$ cat config.mk
export PLATFORM = sky130hd
export DESIGN_NAME = ins_commit
export DESIGN_NICKNAME = d
export VERILOG_FILES = /design/src/rtl/ins_commit.sv
export SDC_FILE = /design/constraint.sdc
export NUM_CORES = 1
export LEC_CHECK = 0
export CORE_UTILIZATION = 46
export CTS_CLUSTER_DIAMETER = 150
export DETAILED_ROUTE_END_ITERATION = 10
export PLACE_DENSITY = 0.81
export SLEW_MARGIN = 0
export SYNTH_ARGS = -nofsm -noshare
export SYNTH_HDL_FRONTEND = slang
export SYNTH_SLANG_ARGS = --single-unit
$ cat constraint.sdc
create_clock -name sys_clk -period 3.5 [get_ports sys_clk]
set_input_delay 1.05 -clock sys_clk [delete_from_list [all_inputs] [get_ports sys_clk]]
set_output_delay 1.05 -clock sys_clk [all_outputs]
set_load 0.1 [all_outputs]
$ cat src/rtl/ins_commit.sv
// ins_commit: commit/writeback stage behind the execute stage.
//
// Takes one execute result per exec_valid pulse while idle. If it carries a
// store, the store is issued on mem_w_req/mem_w_ack with a timeout. After that,
// a single writeback cycle applies the register-file write and the PC update,
// reports any fault and bumps the retired-instruction counter.
//
// Ports
//   sys_clk, sys_rst_n        clock (rising edge), synchronous active-low reset
//   exec_*                    execute-stage result, qualified by exec_valid
//   reg_pc_val                PC of the instruction being committed
//   busy                      high while in MEM or WB; upstream holds while set
//   rf_w_en/idx/val           register-file write port (one WB-cycle strobe)
//   mem_w_req/addr/val, ack   store handshake
//   pc_w_en/pc_w_val          PC write port (one WB-cycle strobe)
//   commit_done               one-cycle pulse per consumed instruction
//   commit_err/err_code       fault flag/code, only meaningful with commit_done
//                             (01 store timeout, 10 misaligned target)
//   instret                   64-bit retired-instruction counter
//
// Store handshake: mem_w_req rises on entry to MEM and stays high, with
// mem_w_addr/mem_w_val stable, until either an edge samples mem_w_ack=1 or
// the request has been high for MEM_ACK_TIMEOUT cycles. The store is
// accepted on the edge where req and ack are both high. If ack and timeout
// occur in the same cycle, the ack wins. mem_w_ack is ignored while req is low.
//
// Outputs are Moore: each is a function of the state register and the
// registered data only. The fault code and instret are resolved on the edge
// that enters WB. This makes them visible during the WB cycle itself.

module ins_commit #(
  parameter int MEM_ACK_TIMEOUT = 15
) (
  input  logic        sys_clk,
  input  logic        sys_rst_n,
  input  logic        exec_valid,
  input  logic        exec_reg_w_op,
  input  logic [4:0]  exec_reg_w_reg_idx,
  input  logic [31:0] exec_reg_w_reg_val,
  input  logic        exec_mem_w_op,
  input  logic [31:0] exec_mem_w_mem_addr,
  input  logic [31:0] exec_mem_w_mem_val,
  input  logic        exec_reg_pc_w_op,
  input  logic [31:0] exec_reg_pc_w_val,
  input  logic [31:0] reg_pc_val,
  output logic        busy,
  output logic        rf_w_en,
  output logic [4:0]  rf_w_idx,
  output logic [31:0] rf_w_val,
  output logic        mem_w_req,
  output logic [31:0] mem_w_addr,
  output logic [31:0] mem_w_val,
  input  logic        mem_w_ack,
  output logic        pc_w_en,
  output logic [31:0] pc_w_val,
  output logic        commit_done,
  output logic        commit_err,
  output logic [1:0]  commit_err_code,
  output logic [63:0] instret
);

  typedef enum logic [1:0] {
    ST_IDLE = 2'd0,
    ST_MEM  = 2'd1,
    ST_WB   = 2'd2
  } state_t;

  localparam logic [1:0] ERR_NONE    = 2'b00;
  localparam logic [1:0] ERR_TIMEOUT = 2'b01;
  localparam logic [1:0] ERR_ALIGN   = 2'b10;

  // Last counter value before the store is abandoned.
  localparam logic [7:0] TMO_LAST = 8'(MEM_ACK_TIMEOUT - 1);

  state_t      state;
  state_t      state_nxt;

  // Latched execute result.
  logic        reg_w_op_q;
  logic [4:0]  reg_w_idx_q;
  logic [31:0] reg_w_val_q;
  logic [31:0] mem_addr_q;
  logic [31:0] mem_val_q;
  logic        pc_op_q;
  logic [31:0] pc_tgt_q;
  logic [31:0] pc_q;

  logic [7:0]  tmo_cnt_q;
  logic [1:0]  err_code_q;
  logic [63:0] instret_q;

  // WB entry qualifiers, produced together with the next state.
  logic        enter_wb;
  logic [1:0]  err_nxt;

  // The alignment check reads the live inputs when going straight from IDLE
  // to WB, and reads the latched copy when leaving MEM.
  logic        exec_misaligned;
  logic        held_misaligned;

  assign exec_misaligned = exec_reg_pc_w_op && (exec_reg_pc_w_val[1:0] != 2'b00);
  assign held_misaligned = pc_op_q && (pc_tgt_q[1:0] != 2'b00);

  // ---------------------------------------------------------------------------
  // Next-state logic
  // ---------------------------------------------------------------------------
  always_comb begin
    state_nxt = state;
    enter_wb  = 1'b0;
    err_nxt   = ERR_NONE;
    case (state)
      ST_IDLE: begin
        if (exec_valid) begin
          if (exec_mem_w_op) begin
            state_nxt = ST_MEM;
          end else begin
            state_nxt = ST_WB;
            enter_wb  = 1'b1;
            err_nxt   = exec_misaligned ? ERR_ALIGN : ERR_NONE;
          end
        end
      end
      ST_MEM: begin
        if (mem_w_ack) begin
          state_nxt = ST_WB;
          enter_wb  = 1'b1;
          err_nxt   = held_misaligned ? ERR_ALIGN : ERR_NONE;
        end else if (tmo_cnt_q == TMO_LAST) begin
          // The store fault takes precedence over a misaligned target.
          state_nxt = ST_WB;
          enter_wb  = 1'b1;
          err_nxt   = ERR_TIMEOUT;
        end
      end
      ST_WB: begin
        state_nxt = ST_IDLE;
      end
      default: begin
        state_nxt = ST_IDLE;
      end
    endcase
  end

  // ---------------------------------------------------------------------------
  // State and datapath registers
  // ---------------------------------------------------------------------------
  always_ff @(posedge sys_clk) begin
    if (!sys_rst_n) begin
      state       <= ST_IDLE;
      reg_w_op_q  <= 1'b0;
      reg_w_idx_q <= 5'd0;
      reg_w_val_q <= 32'd0;
      mem_addr_q  <= 32'd0;
      mem_val_q   <= 32'd0;
      pc_op_q     <= 1'b0;
      pc_tgt_q    <= 32'd0;
      pc_q        <= 32'd0;
      tmo_cnt_q   <= 8'd0;
      err_code_q  <= ERR_NONE;
      instret_q   <= 64'd0;
    end else begin
      state <= state_nxt;

      if ((state == ST_IDLE) && exec_valid) begin
        reg_w_op_q  <= exec_reg_w_op;
        reg_w_idx_q <= exec_reg_w_reg_idx;
        reg_w_val_q <= exec_reg_w_reg_val;
        mem_addr_q  <= exec_mem_w_mem_addr;
        mem_val_q   <= exec_mem_w_mem_val;
        pc_op_q     <= exec_reg_pc_w_op;
        pc_tgt_q    <= exec_reg_pc_w_val;
        pc_q        <= reg_pc_val;
      end

      // The counter is held at zero outside MEM, so every MEM entry starts clean.
      if (state != ST_MEM) begin
        tmo_cnt_q <= 8'd0;
      end else if (!mem_w_ack) begin
        tmo_cnt_q <= tmo_cnt_q + 8'd1;
      end

      if (enter_wb) begin
        err_code_q <= err_nxt;
        if (err_nxt == ERR_NONE) begin
          instret_q <= instret_q + 64'd1;
        end
      end
    end
  end

  // ---------------------------------------------------------------------------
  // Moore outputs
  // ---------------------------------------------------------------------------
  logic in_wb;
  logic wb_ok;

  assign in_wb = (state == ST_WB);
  assign wb_ok = in_wb && (err_code_q == ERR_NONE);

  assign busy       = (state != ST_IDLE);
  assign mem_w_req  = (state == ST_MEM);
  assign mem_w_addr = mem_w_req ? mem_addr_q : 32'd0;
  assign mem_w_val  = mem_w_req ? mem_val_q  : 32'd0;

  // A write to x0 is dropped without being reported as a fault.
  assign rf_w_en  = wb_ok && reg_w_op_q && (reg_w_idx_q != 5'd0);
  assign rf_w_idx = rf_w_en ? reg_w_idx_q : 5'd0;
  assign rf_w_val = rf_w_en ? reg_w_val_q : 32'd0;

  // Sequential PC wraps modulo 2^32.
  assign pc_w_en  = wb_ok;
  assign pc_w_val = !pc_w_en ? 32'd0 : (pc_op_q ? pc_tgt_q : (pc_q + 32'd4));

  assign commit_done     = in_wb;
  assign commit_err      = in_wb && (err_code_q != ERR_NONE);
  assign commit_err_code = in_wb ? err_code_q : ERR_NONE;
  assign instret         = instret_q;

endmodule
==> flow_summary.toml <==
[finish]
area_growth_pct = 60.9
nets = 1955
fin_area_sq_um = 17600
drive_above_1_share = 0.208
instances_no_fill = 2118
nFillCells = 1674

[clock_network]
clk_latency_ns = 0.53
cts_sinks = 243
cts-root-buf = "clkbuf_16"
cts-htree-levels = 1
numCtsBuffers = 27
cts_buffer_depth = 3
clk_pin_slew_ns = 0.06
cts_tree = "yes"

[timing]
finalClockSkew_ns = 0.00793
setup_violations = 0
setup-tns-final_ns = 0
fin_ws_ns = 0.0538
period_minus_slack_ns = 3.45
rsz0062_at_grt = "true"
finalMaxSlewViolations = 0
worst_pin_slew_ns = 0.840
finalHoldViolCount = 0
fin_crit_sh = 0.985
hold-worst-slack_ns = 0.449
maxSlewHeadroom = 0.440
timing.fmax_mhz = 290

[grt]
grt_pass1_wl_mm = 56.4
grt_usage = 0.289
first_global_vias = 10800
grt_max_degree = 81
antenna_found_initial = 1
grt.overflow.total = 0

[synth]
yosysUniqueCellTypes = 47
postSynthNetCount = 1612
seq_area_frac_synth = 0.445
yosysTopAreaCell = "dfxtp_1"
ys_top_cells_by_area = "dfxtp_1 45%, nand2_1 13%, a21oi_1 10%"
synth_warnings = 0
postSynthCellCount = 1436
yosysMostFrequentCell = "nand2_1"
synth_top_cell_area_share = 0.445
syn_area_sq_um = 10900
synthFlopType = "dfxtp_1"
async_flop_share = 0
synth_edf_count = 0
synth_common_cells = "374 x nand2_1, 243 x dfxtp_1, 224 x a21oi_1"
avgSynthCellArea_sq_um = 7.61
ys_ff_latch = 243

[worst_setup_path]
cp_data_required_time_ns = 2.45
r2r_end = "instret[50]"
cp_max_fo = 8
r2r_slack_ns = 0.78
critPathCaptureType = "output port"
rr_startpoint = "pc_op_q"
critPathKind = "flip-flop to output port"
crit_arrival_ns = 2.40
critPathLaunchType = "flip-flop"
reg2reg_depth = 8

[place]
place_ws_ns = 0.116
dp_hpwl_mm = 26.2
gp_congestion = 0.918
numPortBuffers = 376
dp.cells = 2065
place_area_sq_um = 16500

[power]
power_density_nw_per_um2 = 439
peakVddDrop_mv = 0.410
p_leak_nw = 6.62

[status]
status = "completed"

[min_path]
min_from = "reg_w_val_q[6]"
hold_path_end = "reg_w_val_q[6]"
hold_path_depth = 2
hold_path.class = "flip-flop to flip-flop"

[die]
num_rows = 56
core_sq_um = 23400
start_util = 0.467
die_area_sq_um = 24400
die_x_microns = 156
die_h_microns = 156
io_pins = 377

[drt]
drtIter0Drc = 708
via_per_inst = 5.42
dr.pass1.iters = 8
drc = 0
avgRoutedWirePerCell_microns = 17.6
routed_wl_mm = 37.3
ant_nets = 0
via_count = 11500

[job]
drv_cap = 0
## metal layers
metal,GRT usage,wire length [microns],up-vias
met5,0,0,-
met4,0.109,1280,0
met3,0.0769,3420,87
met2,0.501,18200,547
met1,0.341,14400,5387
li1,-,-,5464
## final cells by class
cell class | instances | area (sq um) | area share
clock buffers | 34 | 742 | 0.0422
diodes | 2 | 5.00 | 0.000285
multi-input cells | 1075 | 5940 | 0.338
repair buffers | 411 | 5290 | 0.300
inverters | 21 | 87.6 | 0.00498
clock inverters | 13 | 240 | 0.0137
well taps | 319 | 399 | 0.0227
flip-flops and latches | 243 | 4880 | 0.278
## worst max-delay path, cell delays in order (launching register included)
cell     delay [ns]
dfxtp_4        0.38
ha_4           0.17
nand2_2        0.08
nor4_2         0.28
buf_4          0.23
nand4_1        0.16
xor2_2         0.20
a21oi_4        0.18
buf_12         0.19
## state kept, by name, indices dropped and copies added (netlist names)
signal	count
err_code_q	2
instret	64
mem_addr_q	32
mem_val_q	32
pc_op_q	1
pc_q	32
pc_tgt_q	32
reg_w_idx_q	5
reg_w_op_q	1
reg_w_val_q	32
state	2
tmo_cnt_q	8
## repair_timing
item / in CTS / in global routing
pin swaps: 3 / 4
gates cloned: 0 / 0
hold buffers: 0 / 0
gates resized for setup: 8 / 23
endpoints found under the setup margin: 54 / 57
buffers inserted: 2 / 2
## placed cells by master, fill, tap and decap left out, types with 7 or more instances in the layout
| master | count |
|---|---|
| nand2_1 | 372 |
| dfxtp_1 | 233 |
| a21oi_1 | 204 |
| clkdlybuf4s50_1 | 171 |
| buf_12 | 141 |
| buf_4 | 97 |
| and2_1 | 75 |
| nor2_1 | 73 |
| xor2_1 | 47 |
| nand3_1 | 39 |
| o21ai_0 | 35 |
| nand4_1 | 33 |
| and2_2 | 29 |
| clkbuf_16 | 27 |
| inv_1 | 17 |
| or3_1 | 17 |
| a21oi_4 | 16 |
| and3_1 | 16 |
| xnor2_1 | 16 |
| or4_1 | 12 |
| nor3_1 | 11 |
| o31ai_1 | 10 |
| and4_1 | 7 |
| bufinv_16 | 7 |
| dfxtp_2 | 7 |
## logic make-up (layout without fill, tap and decap cells)
group / count (synthesis) / count (layout) / synth area share
simple gates: 717 / 717 / 0.314
compound gates: 280 / 280 / 0.134
flops: 243 / 243 / 0.445
buf+inv: 118 / 479 / 0.0426
xor+xnor: 68 / 68 / 0.0545
mux: 6 / 6 / 0.00549
fa+ha+maj: 4 / 4 / 0.00458
other cells: 0 / 2 / 0
## worst max path at each step
stage | start | end | slack (ns) | cells after the start
2_1_floorplan | state[0] | pc_w_val[0] | -0.19 | 6
3_3_place_gp | exec_valid | instret[50] | 0.20 | 7
3_5_place_dp | exec_valid | instret[50] | 0.12 | 7
4_1_cts | pc_q[6] | pc_w_val[13] | 0.008 | 8
5_1_grt | pc_q[4] | pc_w_val[22] | -0.07 | 7
6_report | pc_q[2] | pc_w_val[22] | 0.05 | 8
## where the power goes
group	leakage (nW)	switching, W	internal, W
Clock	0.487	0.00114	0.00200
Sequential	1.99	0.000115	0.00294
Combinational	4.15	0.000964	0.000562
## per-stage QoR
step	util	total power, W
after floorplan	-	0.00399
after global placement	0.704	0.00458
after detailed placement	0.704	0.00461
after CTS	0.747	0.00776
after global routing	0.751	0.00798
final	0.752	0.00772
No activity file was read; power rests on OpenSTA's default activity.
